`src/rtl/l1_sum_unpacker_pkg.sv`:
```
// Shared definitions for the L1 sum unpacker: logic levels, FSM state
// encoding and the lane width derived from the upstream adder width.
package l1_sum_unpacker_pkg;

    localparam logic high_val = 1'b1;
    localparam logic low_val  = 1'b0;

    typedef enum logic {
        IDLE = 1'b0,
        SEND = 1'b1
    } state_t;

    // An adder of data_width operands produces a data_width+1 bit sum.
    function automatic int lane_width_of(input int data_width);
        return data_width + 1;
    endfunction

endpackage

```
`src/rtl/l1_sum_unpacker_if.sv`:
```
// Packed-vector input handshake and per-lane output stream of the L1
// sum unpacker; slave is the unpacker, master is the surrounding logic.
interface l1_sum_unpacker_if
    import l1_sum_unpacker_pkg::*;
#(
    parameter int data_width     = 16,
    parameter int array_size     = 8,
    parameter int lane_idx_width = 3
);

    logic                                        in_valid;
    logic                                        in_ready;
    logic [(data_width*array_size)+array_size-1:0] in_data;
    logic                                        out_valid;
    logic                                        out_ready;
    logic [lane_width_of(data_width)-1:0]        out_data;
    logic [lane_idx_width-1:0]                   out_lane;
    logic                                        out_last;

    modport slave (
        input  in_valid, in_data, out_ready,
        output in_ready, out_valid, out_data, out_lane, out_last
    );

    modport master (
        output in_valid, in_data, out_ready,
        input  in_ready, out_valid, out_data, out_lane, out_last
    );

endinterface

```
`src/rtl/l1_lane_select.sv`:
```
// Combinational array_size:1 selector of fixed-width lanes from a packed
// vector; shared by the L1/L2 unpackers.
module l1_lane_select #(
    parameter int lane_width = 17,
    parameter int array_size = 8,
    parameter int sel_width  = 3
) (
    input  logic [lane_width*array_size-1:0] lanes,
    input  logic [sel_width-1:0]             sel,
    output logic [lane_width-1:0]            lane
);

    always_comb begin
        lane = '0;
        for (int i = 0; i < array_size; i++) begin
            if (sel == sel_width'(i)) begin
                lane = lanes[i*lane_width +: lane_width];
            end
        end
    end

endmodule

```
`src/rtl/l1_sum_unpacker.sv`:
```
// Captures one packed vector of L1 lane sums and replays it lane 0 first,
// one lane per accepted beat, to the next accumulation stage.
module l1_sum_unpacker
    import l1_sum_unpacker_pkg::*;
#(
    parameter int data_width     = 16,
    parameter int array_size     = 8,
    parameter int lane_idx_width = 3
) (
    input  logic              clk,
    input  logic              reset,
    l1_sum_unpacker_if.slave  bus
);

    localparam int lane_width = lane_width_of(data_width);
    localparam int vec_width  = lane_width * array_size;
    localparam logic [lane_idx_width-1:0] last_lane = lane_idx_width'(array_size - 1);

    state_t                    state;
    state_t                    state_next;
    logic [lane_idx_width-1:0] lane_cnt;
    logic [vec_width-1:0]      buffer;
    logic                      last_beat;
    logic                      capture;
    logic                      advance;
    logic                      finish;

    assign last_beat = (lane_cnt == last_lane);

    // NOTE: sequential state uses non-blocking assignments so every register
    // samples the pre-edge values, independent of block ordering.
    always_ff @(posedge clk or negedge reset) begin
        if (!reset) begin
            state <= IDLE;
        end else begin
            state <= state_next;
        end
    end

    // NOTE: every signal driven here gets a default first, so no path leaves
    // a value unassigned and no latch is inferred.
    always_comb begin
        state_next    = state;
        capture       = low_val;
        advance       = low_val;
        finish        = low_val;
        bus.in_ready  = low_val;
        bus.out_valid = low_val;
        bus.out_last  = low_val;
        case (state)
            IDLE: begin
                bus.in_ready = high_val;
                if (bus.in_valid) begin
                    capture    = high_val;
                    state_next = SEND;
                end
            end
            SEND: begin
                bus.out_valid = high_val;
                bus.out_last  = last_beat;
                if (bus.out_ready) begin
                    if (last_beat) begin
                        finish     = high_val;
                        state_next = IDLE;
                    end else begin
                        advance = high_val;
                    end
                end
            end
        endcase
    end

    // NOTE: the buffer is small and its reset value is observable on out_data,
    // so it is reset along with the control state rather than left undefined.
    always_ff @(posedge clk or negedge reset) begin
        if (!reset) begin
            lane_cnt <= '0;
            buffer   <= '0;
        end else if (capture) begin
            lane_cnt <= '0;
            buffer   <= bus.in_data;
        end else if (advance) begin
            lane_cnt <= lane_cnt + 1'b1;
        end else if (finish) begin
            lane_cnt <= '0;
        end
    end

    l1_lane_select #(
        .lane_width (lane_width),
        .array_size (array_size),
        .sel_width  (lane_idx_width)
    ) u_lane_select (
        .lanes (buffer),
        .sel   (lane_cnt),
        .lane  (bus.out_data)
    );

    assign bus.out_lane = lane_cnt;

endmodule

```
`src/flat_wrapper.sv`:
```
// flat-port wrapper written by rule: the top's interface ports become plain ports
module l1_sum_unpacker_flat import l1_sum_unpacker_pkg::*;
#(
    parameter int data_width     = 16,
    parameter int array_size     = 8,
    parameter int lane_idx_width = 3
)
  (clk, reset, bus_in_valid, bus_in_data, bus_out_ready, bus_in_ready, bus_out_valid, bus_out_data, bus_out_lane, bus_out_last);
  l1_sum_unpacker_if #(.data_width(data_width), .array_size(array_size), .lane_idx_width(lane_idx_width)) bus_i ();
  input  logic clk;
  input  logic reset;
  input wire logic [$bits(bus_i.in_valid)-1:0] bus_in_valid;
  input wire logic [$bits(bus_i.in_data)-1:0] bus_in_data;
  input wire logic [$bits(bus_i.out_ready)-1:0] bus_out_ready;
  output wire logic [$bits(bus_i.in_ready)-1:0] bus_in_ready;
  output wire logic [$bits(bus_i.out_valid)-1:0] bus_out_valid;
  output wire logic [$bits(bus_i.out_data)-1:0] bus_out_data;
  output wire logic [$bits(bus_i.out_lane)-1:0] bus_out_lane;
  output wire logic [$bits(bus_i.out_last)-1:0] bus_out_last;
  assign bus_i.in_valid = bus_in_valid;
  assign bus_i.in_data = bus_in_data;
  assign bus_i.out_ready = bus_out_ready;
  assign bus_in_ready = bus_i.in_ready;
  assign bus_out_valid = bus_i.out_valid;
  assign bus_out_data = bus_i.out_data;
  assign bus_out_lane = bus_i.out_lane;
  assign bus_out_last = bus_i.out_last;
  l1_sum_unpacker #(.data_width(data_width), .array_size(array_size), .lane_idx_width(lane_idx_width)) u_core (.clk(clk), .reset(reset), .bus(bus_i));
endmodule
```
`config.mk`:
```
export PLATFORM = sky130hd
export DESIGN_NAME = l1_sum_unpacker_flat
export DESIGN_NICKNAME = d
export VERILOG_FILES = /design/src/rtl/l1_sum_unpacker_pkg.sv /design/src/rtl/l1_sum_unpacker_if.sv /design/src/rtl/l1_lane_select.sv /design/src/rtl/l1_sum_unpacker.sv /design/src/flat_wrapper.sv
export SDC_FILE = /design/constraint.sdc
export NUM_CORES = 1
export LEC_CHECK = 0
export CAP_MARGIN = 5
export CORE_MARGIN = 2
export CORE_UTILIZATION = 42
export CTS_BUF_LIST = sky130_fd_sc_hd__clkbuf_2 sky130_fd_sc_hd__clkbuf_4 sky130_fd_sc_hd__clkbuf_8
export DETAILED_ROUTE_END_ITERATION = 6
export PLACE_DENSITY = 0.7
export SLEW_MARGIN = 40
export SYNTH_ARGS = -nofsm -noshare
export SYNTH_HDL_FRONTEND = slang
export SYNTH_SLANG_ARGS = --single-unit
```
`constraint.sdc`:
```
create_clock -name clk -period 7.67 [get_ports clk]
set_input_delay 1.9175 -clock clk [delete_from_list [all_inputs] [get_ports clk]]
set_output_delay 1.9175 -clock clk [all_outputs]
set_load 0.01 [all_outputs]
```
==> out/qor.yml, run 1 <==
critPathTopFamily: "buffers and inverters"
nets: 892
synth-seq-area-share_pct: 52.4
rsz0062_at_grt: "false"
finalHoldViolCount: 0
cts-root-buf: "clkbuf_8"
ys_warn_count: 0
hp-class: "reg -> reg"
p_leak_nw: 3.68
dp_hpwl_um: 13800
drc: 0
netlist_area_um2: 6690
layout-drive-gt1-share_pct: 20.3
cts_tree: "done"
clockBufferDepth: 2
n_fill_cell: 1354
status: "complete, no violations"
required_ns: 5.75
gr-total-overflow: 0
die_x_um: 130
synth.distinct_cells: 27
critPathKind: "reg -> out"
cts_max_level: 4
min_period_ns: 6.57
avgSynthCellArea_um2: 11.0
tightest_slew_ns: 0.833
core-area_um2: 15700
worstSetupStartpointType: "flop"
dr.pass1.iters: 5
grt_usage_pct: 22.9
grt_pass1_wl_um: 29000
grt_antenna_before_repair: 1
cp_slowest_cell: "dfrtp_1"
cp_num_buf_inv: 2
cts_hold_buf: 0
reg2reg_setup_slack_ns: 5.29
syn_inst: 607
finalCritPeriodShare_pct: 85.7
p_per_area_nw_per_um2: 397
clk_pin_slew_ns: 0.08
vias_per_cell: 5.38
end_kind: "primary output"
start_util_pct: 42.5
drtIter0Drc: 395
synthesis.nets: 753
num_antenna_cells: 0
vias: 5242
areaGrowthSynthToFinish_pct: 32.3
post-cts-setup-buffer-count: 0
synth-seq-cells: 140
grt_max_degree: 91
clock.fmax_mhz: 152
clock-sinks: 140
worstPathArrival_ns: 4.65
totalWireLength_um: 18800
grt_pass1_vias: 5523
vdd_drop_max_mv: 0.253
drv_cap: 0
cp_max_fo: 24
setup_violations: 0
cts_resized: 0
io_pins: 163
globalplace.congestion: 0.959
drv_slew: 0
setup_tns_ns: 0
die_area_um2: 16900
worst_path_largest_cell_delay_ns: 0.89
rows: 46
portBuffers: 162
max_slew_margin_pct: 44.5
clkLatencyLatePin_ns: 0.45
die_h_um: 130
cts_made_buffers: 17
finClkSkew_ns: 0.0117
p_total_mw: 3.51
path_cells: "clkinv_1 > ha_1 > or2_1 > a221oi_1 > o22ai_1 > a21oi_1 > clkdlybuf4s50_1"
ant_nets: 0
routedWlPerCell_um: 19.3
-- cell families after synthesis --
logic type / synth area share, %
flops: 52.4
simple gates: 8.14
mux: 17.2
compound gates: 15.3
fa+ha+maj: 1.12
buf+inv: 5.88
-- routing by layer --
metal / share of wire, % / GRT usage [%] / up-vias
met5: 0.058 / 0 / -
met3: 6.1 / 6.03 / 35
met2: 52 / 40.0 / 205
met4: 2.1 / 7.40 / 2
met1: 40 / 27.6 / 2583
li1: - / - / 2417
-- Yosys cell counts, drive strengths merged --
cell type	count	area [um^2]
a21oi	51	255
buf	31	183
nand2b	18	113
a22o	2	17.5
o22ai	17	106
nand2	72	270
clkbuf	18	67.6
nor2	2	7.51
clkinv	1	3.75
a221oi	17	211
o31ai	18	135
nor2b	1	6.26
and2	1	6.26
or2	1	6.26
o21ai	35	175
a31oi	18	113
nand3b	18	135
o21bai	1	7.51
inv	37	139
mux2	102	1150
dfrtp	140	3500
ha	6	75.1
-- power breakdown --
group	switching, mW	leakage (nW)	internal, mW	total, mW
registers	0.211	1.70	1.10	1.31
clock network	0.288	0.222	0.369	0.657
logic	0.770	1.76	0.772	1.54
-- layout make-up --
class,count,area [um^2],share of cell area (%)
inverter,38,143,1.61
multi-input combinational,380,2810,31.8
timing repair buffer,169,1680,19.0
clock inverter,9,133,1.50
clock buffer,23,310,3.51
tap,216,270,3.06
sequential,140,3500,39.6
-- path summary, 6_finish.rpt --
check | startpoint | end | cells past startpoint
max in group asynchronous | reset | u_core.buffer[75]$_DFFE_PN0P_ | 2
min in group asynchronous | reset | u_core.buffer[133]$_DFFE_PN0P_ | 1
setup / recovery | u_core.bus.out_lane[2]$_DFFE_PN0P_ | bus_out_data[3] | 7
setup reg to reg | u_core.bus.out_lane[2]$_DFFE_PN0P_ | u_core.bus.out_lane[2]$_DFFE_PN0P_ | 3
hold reg to reg | u_core.buffer[132]$_DFFE_PN0P_ | u_core.buffer[132]$_DFFE_PN0P_ | 1
hold / removal | u_core.buffer[132]$_DFFE_PN0P_ | u_core.buffer[132]$_DFFE_PN0P_ | 1
-- flip-flops by register name (all words and copies together), names as in the netlist --
| name | cells |
|---|---|
| u_core.bus.out_lane | 3 |
| u_core.state | 1 |
| u_core.buffer | 136 |
-- per-stage QoR --
step / cells / instance area, um^2 / hold slack (ns) / util [%] / setup slack, ns
CTS: 975 / 8840 / 0.504 / 56.3 / 1.20
detailed placement: 943 / 8400 / 0.486 / 53.5 / 1.74
finish: 975 / 8850 / 0.506 / 56.3 / 1.10
floorplan: 607 / 6690 / 0.472 / - / 3.60
global route: 975 / 8850 / 0.519 / 56.3 / 0.856
global placement: 943 / 8390 / 0.484 / 53.4 / 1.95
-- layout by cell type, fill, tap and decap left out, types with 2 or more instances in the layout --
master,instances
a21oi_1,51
nor2_1,2
buf_4,7
bufinv_16,3
a221oi_2,10
ha_1,5
a221oi_1,7
clkinv_2,2
clkbuf_8,23
o31ai_1,18
inv_1,37
o21ai_0,35
a22o_1,2
a31oi_1,18
nand2_1,72
nand3b_1,18
nand2b_1,18
clkinvlp_4,2
mux2_2,102
dfrtp_1,140
clkdlybuf4s50_1,161
o22ai_1,17
Power figures use the tool's default switching activity.
==> inputs of run 2 (changes only) <==
--- a/config.mk
+++ b/config.mk
@@ -10,8 +10,9 @@
 export CORE_UTILIZATION = 42
 export CTS_BUF_LIST = sky130_fd_sc_hd__clkbuf_2 sky130_fd_sc_hd__clkbuf_4 sky130_fd_sc_hd__clkbuf_8
 export DETAILED_ROUTE_END_ITERATION = 6
-export PLACE_DENSITY = 0.7
+export PLACE_DENSITY = 0.81
 export SLEW_MARGIN = 40
 export SYNTH_ARGS = -nofsm -noshare
 export SYNTH_HDL_FRONTEND = slang
 export SYNTH_SLANG_ARGS = --single-unit
+export TNS_END_PERCENT = 1
==> run 2 against run 1 <==
First-iteration DRC count rose by 1.0%. Cell count shrank 0.51%. Via count shrank 1.2%. Clock skew down 0.0063 ns. Maximum frequency is 3.2% higher. Clock power down 17%.
==> out/qor.yml, run 2 (synthesis gave the netlist of run 1 again) <==
seqPwrFrac_pct: 38.9  # +1.6 points
whs_path_depth: 1  # unchanged
clk_pin_slew_ns: 0.07  # about the same
hold_ws_ns: 0.499  # -0.00735 ns
gr-total-overflow: 0  # unchanged
cp_num_buf_inv: 2  # unchanged
grt_usage_pct: 23.2  # +0.37 points
die_area_um2: 16900  # unchanged
wl_met1_um: 7710  # +2.7%
largest_reg_flops: 136  # unchanged
min_period_ns: 6.37  # -0.201 ns
p_int_mw: 2.15  # -3.9%
design_area_um2: 8750  # -1.1%
placed_cell_area_um2: 8400  # about the same
clkLatencyLatePin_ns: 0.45  # about the same
dp_hpwl_um: 13900  # +0.68%
worstPathArrival_ns: 4.45  # -0.20 ns
largest_register: "u_core.buffer"
p_leak_nw: 3.64  # -1.1%
clock.fmax_mhz: 157  # +3.2%
grt_max_degree: 151  # +66%
drv_slew: 0  # unchanged
cp.depth: 7  # unchanged
r2r_cells: 3  # unchanged
power.net_switching_mw: 1.27  # +0.26%
worstSetupStartpointType: "flop"
die_h_um: 130  # unchanged
io_pins: 163  # unchanged
drv_cap: 0  # unchanged
clock-sinks: 140  # unchanged
end_kind: "primary output"
drc: 0  # unchanged
finClkSkew_ns: 0.00545  # -0.00626 ns
grt_pass1_wl_um: 28900  # -0.36%
min_to: "u_core.buffer[120]$_DFFE_PN0P_"
critPathTopFamily: "buffers and inverters"
die_x_um: 130  # unchanged
num_antenna_cells: 0  # unchanged
status: "complete, no violations"
cp_slowest_cell: "dfrtp_1"
n_fill_cell: 1323  # -2.3%
cts_tree: "done"
cp_max_fo: 24  # unchanged
cts_resized: 0  # unchanged
vias: 5177  # -1.2%
p_per_area_nw_per_um2: 392  # -1.2%
tightest_slew_ns: 0.794  # -0.0389 ns
drtIter0Drc: 399  # +1.0%
routedWlPerCell_um: 19.4  # +0.28%
totalWireLength_um: 18800  # -0.24%
clockBufferDepth: 2  # unchanged
post-cts-setup-buffer-count: 0  # unchanged
hp-class: "reg -> reg"
portBuffers: 162  # unchanged
r2r_end: "u_core.bus.out_lane[2]$_DFFE_PN0P_"
worst_path_largest_cell_delay_ns: 0.81  # -0.08 ns
globalplace.congestion: 0.978  # +1.9%
swShare_pct: 37.1  # +0.97 points
reg2reg_setup_slack_ns: 5.39  # +0.10 ns
max_slew_margin_pct: 47.1  # +2.6 points
min_from: "u_core.buffer[120]$_DFFE_PN0P_"
fin_util_pct: 55.7  # -0.64 points
r2r_start: "u_core.bus.out_lane[2]$_DFFE_PN0P_"
grt_pass1_vias: 5126  # -7.2%
layout_common_cells: "161 x clkdlybuf4s50_1, 140 x dfrtp_1, 102 x mux2_2, 72 x nand2_1, 51 x a21oi_1"
routed-wl-met2_um: 8880  # -9.1%
cts_max_level: 4  # unchanged
clkPwrFrac_pct: 15.9  # -2.8 points
finalCritPeriodShare_pct: 83.1  # -2.6 points
power_frac_comb_pct: 45.2  # +1.3 points
layout-drive-gt1-share_pct: 19.8  # -0.53 points
setup_tns_ns: 0  # unchanged
core-area_um2: 15700  # unchanged
critPathKind: "reg -> out"
areaGrowthSynthToFinish_pct: 30.8
grt_antenna_before_repair: 0  # -1
dr.pass1.iters: 5  # unchanged
cts-root-buf: "clkbuf_8"
layout_commonest_cell: "clkdlybuf4s50_1"
top_layer_used: "met4"
ant_nets: 0  # unchanged
rows: 46  # unchanged
wl_met3_um: 1310  # +15%
vias_per_cell: 5.34  # -0.73%
cts_hold_buf: 0  # unchanged
start_util_pct: 42.5  # unchanged
setup_violations: 0  # unchanged
rsz0062_at_grt: "false"
finalHoldViolCount: 0  # unchanged
cts_made_buffers: 17  # unchanged
vdd_drop_max_mv: 0.193  # -24%
path_cells: "clkinv_1 > ha_1 > or2_1 > a221oi_1 > o22ai_1 > a21oi_1 > clkdlybuf4s50_1"
required_ns: 5.75  # about the same
nets: 891  # -0.11%
-- run 2: layout make-up --
class,instances,area (um^2),share of cell area [%]
Clock buffer,25,307,3.51
Clock inverter,3,40.0,0.458
Inverter,38,143,1.63
Multi-Input combinational cell,380,2800,32.0
Sequential cell,140,3500,40.1
Tap cell,216,270,3.09
Timing Repair Buffer,168,1680,19.3
-- run 2: per-layer routing --
layer	global-route usage, %	vias up
met2	36.2	236
li1	-	2402
met1	30.0	2487
met5	0	-
met4	12.0	0
met3	6.07	52
-- run 2: through the flow --
step,cells,power [mW],setup WS [ns]
floorplan,607,2.23,3.60
global placement,942,2.84,1.94
detailed placement,942,2.87,1.89
CTS,970,3.42,1.38
global route,970,3.62,1.10
finish,970,3.43,1.30
-- run 2: worst reg2reg max path, cell delays in order, from the launching register on --
cell	delay (ns)
dfrtp_1	0.81
clkinv_1	0.66
ha_1	0.49
o31ai_1	0.23
-- run 2: worst max path at each step --
stage,start,end
after floorplan,u_core.bus.out_lane[2]$_DFFE_PN0P_,bus_out_data[13]
after global placement,u_core.bus.out_lane[2]$_DFFE_PN0P_,bus_out_data[0]
after detailed placement,u_core.bus.out_lane[2]$_DFFE_PN0P_,bus_out_data[0]
after CTS,u_core.bus.out_lane[2]$_DFFE_PN0P_,bus_out_data[0]
after global routing,u_core.bus.out_lane[2]$_DFFE_PN0P_,bus_out_data[0]
final,u_core.bus.out_lane[2]$_DFFE_PN0P_,bus_out_data[0]
-- run 2: power groups by stage --
stage | Sequential (mW) | Clock [mW] | Combinational [mW]
floorplan | 1.23 | 0 | 0.998
CTS | 1.33 | 0.555 | 1.54
global route | 1.37 | 0.585 | 1.67
global placement | 1.33 | 0 | 1.51
finish | 1.33 | 0.544 | 1.55
detailed placement | 1.34 | 0 | 1.53
